File: config.mk
export PLATFORM = sky130hd
export DESIGN_NAME = fs_timing_gen
export DESIGN_NICKNAME = d
export VERILOG_FILES = /design/src/rtl/fs_timing_gen.sv
export SDC_FILE = /design/constraint.sdc
export NUM_CORES = 1
export LEC_CHECK = 0
export CORE_UTILIZATION = 55
export CTS_CLUSTER_DIAMETER = 30
export CTS_CLUSTER_SIZE = 25
export DETAILED_ROUTE_END_ITERATION = 12
export GPL_TIMING_DRIVEN = 1
export PLACE_DENSITY_LB_ADDON = 0.05
export RECOVER_POWER = 100
export SYNTH_ARGS = -nofsm -noshare
export SYNTH_HDL_FRONTEND = slang
export SYNTH_SLANG_ARGS = --single-unit
File: constraint.sdc
create_clock -name clk -period 7.5 [get_ports clk]
set_input_delay 0.75 -clock clk [delete_from_list [all_inputs] [get_ports clk]]
set_output_delay 0.75 -clock clk [all_outputs]
set_load 0.005 [all_outputs]
File: src/rtl/fs_timing_gen.sv
// Frame-sync timing generator. It tracks an asynchronous I2S LRCK against
// the master clock and, once the LRCK period matches the selected ratio,
// produces divider strobes aligned to the frame.
module fs_timing_gen #(
  parameter int DIV_W         = 10,
  parameter int SYNC_STAGES   = 2,
  parameter int LOCK_CNT      = 4,
  parameter int TOL           = 2,
  parameter bit GATE_UNLOCKED = 1'b1
) (
  input  logic             clk,
  input  logic             rst,
  input  logic             lrck_i,
  input  logic             bck_i,
  input  logic [3:0]       ratio_sel_i,
  output logic [DIV_W:0]   stb_o,
  output logic             fs_stb_o,
  output logic             bck_rise_stb_o,
  output logic             locked_o,
  output logic [DIV_W+1:0] frame_len_o,
  output logic             lock_err_o
);

  localparam int PW = DIV_W + 2;
  localparam int GW = $clog2(LOCK_CNT + 1);

  typedef enum logic [1:0] {SEARCH, MEASURE, LOCKED} state_t;

  state_t                 state, state_n;
  logic [SYNC_STAGES-1:0] lr_sync, bk_sync;
  logic                   lr_prev, bk_prev, lr_rise, bk_rise;
  logic [DIV_W-1:0]       div;
  logic [PW-1:0]          pcnt;
  logic [GW-1:0]          gcnt, gcnt_n;
  logic [3:0]             ratio_q;
  logic                   div_clr, err_n, lock_err_q;
  logic                   legal, ratio_chg, good, tmo;
  logic [PW:0]            nom, pc_x;
  logic [PW-1:0]          tmo_lim;
  logic [DIV_W:0]         stb_int;
  logic                   fs_int, gate_ok;

  // Synchronise both I2S clocks, then register a one-cycle rise event.
  always_ff @(posedge clk) begin
    if (rst) begin
      lr_sync <= '0; bk_sync <= '0;
      lr_prev <= 1'b0; bk_prev <= 1'b0;
      lr_rise <= 1'b0; bk_rise <= 1'b0;
    end else begin
      lr_sync <= {lr_sync[SYNC_STAGES-2:0], lrck_i};
      bk_sync <= {bk_sync[SYNC_STAGES-2:0], bck_i};
      lr_prev <= lr_sync[SYNC_STAGES-1];
      bk_prev <= bk_sync[SYNC_STAGES-1];
      lr_rise <= lr_sync[SYNC_STAGES-1] & ~lr_prev;
      bk_rise <= bk_sync[SYNC_STAGES-1] & ~bk_prev;
    end
  end

  // Ratio is sampled so any change can be seen as a one-cycle mismatch;
  // loading it during reset avoids a spurious change right after reset.
  always_ff @(posedge clk) ratio_q <= ratio_sel_i;

  assign ratio_chg = (ratio_q != ratio_sel_i);
  assign legal     = (ratio_q != 4'd0) && (ratio_q <= 4'(DIV_W));
  assign nom       = (PW+1)'(1) << ratio_q;
  assign tmo_lim   = PW'(1) << (ratio_q + 4'd1);
  assign pc_x      = {1'b0, pcnt};
  // pcnt holds the length of the frame that just ended when lr_rise is high.
  assign good      = (pc_x + (PW+1)'(TOL) >= nom) && (pc_x <= nom + (PW+1)'(TOL));
  assign tmo       = (pcnt == tmo_lim);

  // Free-running divider, realigned to the frame by the FSM.
  always_ff @(posedge clk) begin
    if (rst || div_clr) div <= '0;
    else                div <= div + 1'b1;
  end

  // Period counter: saturating, reloads to 1 on each frame start.
  always_ff @(posedge clk) begin
    if (rst) begin
      pcnt        <= '0;
      frame_len_o <= '0;
    end else if (lr_rise) begin
      pcnt        <= PW'(1);
      frame_len_o <= pcnt;
    end else if (pcnt != '1) begin
      pcnt        <= pcnt + 1'b1;
    end
  end

  // FSM state, good-frame count and lock-loss pulse.
  always_ff @(posedge clk) begin
    if (rst) begin
      state      <= SEARCH;
      gcnt       <= '0;
      lock_err_q <= 1'b0;
    end else begin
      state      <= state_n;
      gcnt       <= gcnt_n;
      lock_err_q <= err_n;
    end
  end

  // Next-state logic; ratio changes override frame events, which override timeout.
  always_comb begin
    state_n = state;
    gcnt_n  = gcnt;
    div_clr = 1'b0;
    err_n   = 1'b0;
    if (!legal || ratio_chg) begin
      state_n = SEARCH;
      gcnt_n  = '0;
      err_n   = (state == LOCKED);
    end else begin
      case (state)
        SEARCH: if (lr_rise) begin
          state_n = MEASURE;
          gcnt_n  = '0;
          div_clr = 1'b1;
        end
        MEASURE: if (lr_rise) begin
          if (good) begin
            gcnt_n = gcnt + 1'b1;
            if (gcnt_n == GW'(LOCK_CNT)) state_n = LOCKED;
          end else begin
            gcnt_n  = '0;
            div_clr = 1'b1;
          end
        end else if (tmo) begin
          state_n = SEARCH;
          gcnt_n  = '0;
        end
        LOCKED: if (lr_rise) begin
          if (!good) begin
            state_n = MEASURE;
            gcnt_n  = '0;
            div_clr = 1'b1;
            err_n   = 1'b1;
          end
        end else if (tmo) begin
          state_n = SEARCH;
          gcnt_n  = '0;
          err_n   = 1'b1;
        end
        default: state_n = SEARCH;
      endcase
    end
  end

  // stb[k] fires when the low k divider bits are all ones.
  assign stb_int[0] = 1'b1;
  for (genvar k = 1; k <= DIV_W; k++) begin : g_stb
    assign stb_int[k] = &div[k-1:0];
  end

  // Frame strobe picks the divider tap for the selected ratio.
  always_comb begin
    fs_int = 1'b0;
    for (int k = 0; k <= DIV_W; k++)
      if (ratio_q == 4'(k)) fs_int = stb_int[k];
  end

  assign locked_o       = (state == LOCKED);
  assign gate_ok        = locked_o | (GATE_UNLOCKED == 1'b0);
  assign stb_o          = gate_ok ? stb_int : '0;
  assign fs_stb_o       = gate_ok & legal & fs_int;
  assign bck_rise_stb_o = gate_ok & bk_rise;
  assign lock_err_o     = lock_err_q;

endmodule

Word level (Yosys, flattened, before mapping) --
Cells that the tools add are included.
Word-level totals: bits in registers 52, input bits 8, output and inout bits 27, word-level logic and storage cells 114
Operators by class: add/sub/neg operators 6, order comparisons 3, equal/unequal tests 20, shifts and indexed selects 2, muxes and demuxes 38, bitwise gates (word level) 7, reductions and logical operators 24
Operators with widths (number):
- 1-bit two-way mux | 21
- 3-bit two-way mux | 6
- 4-bit by 3-bit equality test with 1-bit output, second input constant | 4
- 2-bit two-way mux | 7
- 12-bit by 2-bit adder with 13-bit output, second input constant | 1
- 13-bit by 2-bit adder with 13-bit output, second input constant | 1
- 13-bit >= comparator | 1
- 12-bit by 13-bit <= comparator with 1-bit output | 1
- 1-bit by 4-bit << shifter with 13-bit output, first input constant | 1
- 12-bit by 1-bit adder with 12-bit output, second input constant | 1
- 12-bit equality test | 1
- 4-bit equality test, second input constant | 3
- 12-bit != test, second input constant | 1
- 1-bit by 4-bit << shifter with 12-bit output, first input constant | 1
- 11-bit two-way mux | 1
- 10-bit by 1-bit adder with 10-bit output, second input constant | 1
- 10-bit AND reduction | 1
- 3-bit != test, second input constant | 3
- 3-bit case mux with 3 select lines | 1
- 9-bit AND reduction | 1
- 4-bit by 2-bit equality test with 1-bit output, second input constant | 2
- 4-bit AND reduction | 2
- 8-bit AND reduction | 1
- 7-bit AND reduction | 1
- other kinds (26) | 36

Depth between registers and ports, before layout --
word-level depth 13, mapped depth 16, mapped depth without buffers 14

Least setup slack after synthesis --
No wires, ideal clock.
kind register -> register, start point register pcnt[2], end point register div[3], library setup time 136 ps, data arrival time 3161 ps, data required time 7364 ps, slack 4202 ps, cell stages (with the launch flop) 16, path buffers 1, clock period less this slack 3298 ps, path through dfxtp_1 clkbuf_1 nand3_1 nor2_1 nand3_1 nor2_1 xor2_1 ha_1 a21o_1 a221o_1 a21oi_1 o21ai_0 o22ai_2 a21oi_2 o41ai_4 nor2_1
Between the ends: longest elaborated chain between the ends 8, elaborated cells on any way between the ends 9, those cells by class add/sub (1); order compare (2); mux (4); reduce/logical (2)
RTL lines:
- start: declaration | line 33 | logic [PW-1:0] pcnt;
- start signal: assignment | line 87 | pcnt <= pcnt + 1'b1;
- 12-bit by 2-bit adder with 13-bit output | line 69 | assign good = (pc_x + (PW+1)'(TOL) >= nom) && (pc_x <= nom + (PW+1)'(TOL));
- 13-bit >= comparator | line 69
- 1-bit logical AND (*) | line 69
- 1-bit two-way mux (*) | line 122, 134
- 1-bit two-way mux (*) | line 133 | LOCKED: if (lr_rise) begin
- 1-bit case mux with 2 select lines (*) | line 115 | case (state)
- 1-bit two-way mux (*) | line 110 | if (!legal || ratio_chg) begin
- 1-bit logical OR (*) | line 74 | if (rst || div_clr) div <= '0;
- end signal: assignment | line 75 | else div <= div + 1'b1;
- end: declaration | line 32 | logic [DIV_W-1:0] div;
Mark *: on every way between the ends. The rest lies on a longest branch, timed or not. A chain may end at the register's enable or synchronous reset.

Worst setup path in the final report --
start point register pcnt[2], end point register div[6]
The elaborated chain is that of the path after synthesis.

==> out/results.ini <==
[run_status]
outcome=complete, but fails checks
violations=capacitance limit, slew limit

[clocking]
cts_root_buf=clkbuf_8
postCtsSetupRepairBufs=0
clk_pin_slew_ns=0.10
numCtsBuffers=5
cts_hold_buf=0
cts.sinks=52
clk_latency_ns=0.31
cts_resized=0
cts_buffer_depth=2
cts_tree=built
h-tree-depth=2

[worst_setup_path]
rrSetupSlack_ns=2.32
worst-setup-path-type=reg2reg
worstPathRequired_ns=7.64
r2r-start=pcnt[2]$_SDFFE_PP0P_
worstRegToRegCells=14
worstPathMaxFanout=10
startpoint_type=flip-flop
r2r_end=div[6]$_SDFF_PP0_
cp-end-kind=flip-flop
worst_ep_arrival_time_ns=5.33

[timing]
fin_crit_ns=5.18
tightest_slew_ns=1.63
rsz0062_at_grt=no
finalCritPeriodShare_pct=69.1
setup-tns-final_ns=0
fmax_mhz=193
finClkSkew_ns=0.00958
setup_viol=0
maxSlewHeadroom_pct=-10.2
drv_slew=11
final_hold_viol_count=0
holdWs_ns=0.386

[yosys]
synth.distinct_cells=70
synth_area_leaders=dfxtp_1, ha_1, nor2_1, xor2_1, mux2i_1
synth_seq_cells=52
synth-main-ff-cell=dfxtp_1
ys_async_sr_fraction_pct=0
netlist.area_leader.share_pct=28.5
syn_avg_cell_area_um2=8.19
ys_seq_area_share_pct=28.5
syn-num-nets=491
synth_most_common_cell=nor2_1
syn_inst=446
synth_edf_count=0
synth_top_area_cell=dfxtp_1
synth_area_um2=3650
yosys-top-cells-count=nor2_1, dfxtp_1, ha_1
synth_warnings=0

[hold_path]
hold-path-cell-count=1
min_path_type=reg2reg
min_to=bk_rise$_SDFF_PP0_
hp-start=bk_prev$_SDFF_PP0_

[floorplanning]
fp.dieArea_um2=6970
ios=35
num_rows=29
floorplan.initialDensity_pct=57.2
core_area_um2=6390
dieWidth_um=83.5
die_y_um=83.5

[final_layout]
drive_gt1_share_pct=4.80
fin_nets=502
diodes=0
syn2layout_area_growth_pct=9.90

[power_and_ir_drop]
power_frac_comb_pct=12.9
finalPower_mw=0.567
p_leak_nw=1.68
switching_share_pct=26.8
p_seq_share_pct=52.0
powerDensity_nw_per_um2=141
pwr-share-clk_pct=35.1
peakVddDrop_uv=99.0
p_sw_mw=0.152
internal-power_mw=0.415

[routing]
ant_nets=0
route.detailed.wl_per_inst_um=15.1
first_iter_violations=122
detail_route.vias_per_cell=5.89
drt_wl_total_mm=8.05
first_pass_iters=5
via_count=3150
post-route-drc-count=0

[global_route]
track_usage_pct=25.0
grt_max_degree=24
grt_pass1_wl_mm=14.1
overflow=0
grt_pass1_vias=2871
antenna_found_initial=0

[placement]
dp_hpwl_mm=6.01
numPortBuffers=34
gp_congestion=0.886

[job]
cap_violations=1

==> worst max-delay path by stage <==
| stage | from | endpoint | slack, ns | cells past startpoint |
|---|---|---|---|---|
| detailed placement | pcnt[2]$_SDFFE_PP0P_ | div[7]$_SDFF_PP0_ | 3.36 | 14 |
| CTS | pcnt[2]$_SDFFE_PP0P_ | div[6]$_SDFF_PP0_ | 3.33 | 14 |
| global route | pcnt[2]$_SDFFE_PP0P_ | div[7]$_SDFF_PP0_ | 1.74 | 14 |
| global placement | pcnt[2]$_SDFFE_PP0P_ | div[7]$_SDFF_PP0_ | 3.37 | 14 |
| floorplan | pcnt[2]$_SDFFE_PP0P_ | div[3]$_SDFF_PP0_ | 4.20 | 15 |
| finish | pcnt[2]$_SDFFE_PP0P_ | div[6]$_SDFF_PP0_ | 2.32 | 14 |
==> registers in the layout, summed over array words and instances, names as in the netlist, 2 cells and up <==
name and cells:
frame_len_o 12, pcnt 12, div 10, ratio_q 4, gcnt 3, bk_sync 2
lr_sync 2, state 2
==> power by group through the flow <==
| stage | combinational [mW] | clock [mW] | sequential (mW) |
|---|---|---|---|
| 6_report | 0.0732 | 0.199 | 0.295 |
| 5_1_grt | 0.0817 | 0.216 | 0.297 |
| 4_1_cts | 0.0754 | 0.203 | 0.295 |
| 3_5_place_dp | 0.0750 | 0 | 0.301 |
| 3_3_place_gp | 0.0746 | 0 | 0.301 |
| 2_1_floorplan | 0.0651 | 0 | 0.292 |
==> cell type report <==
class                           count  area (um^2)
Fill cell                         564         2370
Multi-Input combinational cell    340         2330
Sequential cell                    52         1040
Timing Repair Buffer               34          340
Tap cell                           77         96.3
Inverter                           24         90.1
Clock buffer                        6         72.6
Clock inverter                      2         38.8
==> metal layers <==
layer  routed length, um  part of all wire (%)  global-route usage, %
met1                3980                    49                   36.3
met2                3480                    43                   36.8
met3                 372                   4.6                   4.06
met4                 223                   2.8                   10.6
met5                   0                     0                      0
==> through the flow <==
stage / util, % / cells / area [um^2] / setup slack, ns
finish: 62.8 / 535 / 4010 / 2.32
global placement: 61.7 / 527 / 3940 / 3.37
global route: 62.8 / 535 / 4010 / 1.74
floorplan: - / 446 / 3650 / 4.20
detailed placement: 61.7 / 527 / 3940 / 3.36
CTS: 63.4 / 535 / 4050 / 3.33
==> logic make-up (layout without fill, tap and decap cells) <==
group	count (synthesis)	count (layout)	share of synthesized area, %
xor gates and xnor gates	26	26	6.24
and+or+nand+nor	184	184	26.3
AOI/OAI and AO/OA	77	77	15.3
buffers and inverters	54	66	6.55
adders and majority gates	37	37	12.7
DFF	52	52	28.5
muxes	16	16	4.45
==> cell usage in the layout (no fill, tap or decap), types with 6 or more instances in the layout <==
cell type and count:
o21ai_0 17, dlygate4sd3_1 30, a21oi_1 16, xnor2_1 9, nand3_1 21, nand2b_1 6, mux2i_1 14, inv_1 22
xor2_1 17, nor2b_1 15, nor4_1 7, ha_1 37, dfxtp_1 52, and3_1 10, nor2_1 54, nand2_1 34
and2_1 6
==> worst max-delay path, cell delays in order, from the launching register on <==
cell	delay [ns]
dfxtp_1	0.58
ha_1	0.34
nand3_1	0.18
nor2_1	0.30
and4_1	0.29
xor2_1	0.17
ha_1	0.26
and3_1	0.20
a221o_1	0.30
a21oi_1	0.17
o21ai_0	0.10
o22ai_1	0.62
a21oi_2	0.11
o41ai_1	1.30
nor2_1	0.10
Power figures use the tool's default switching activity.
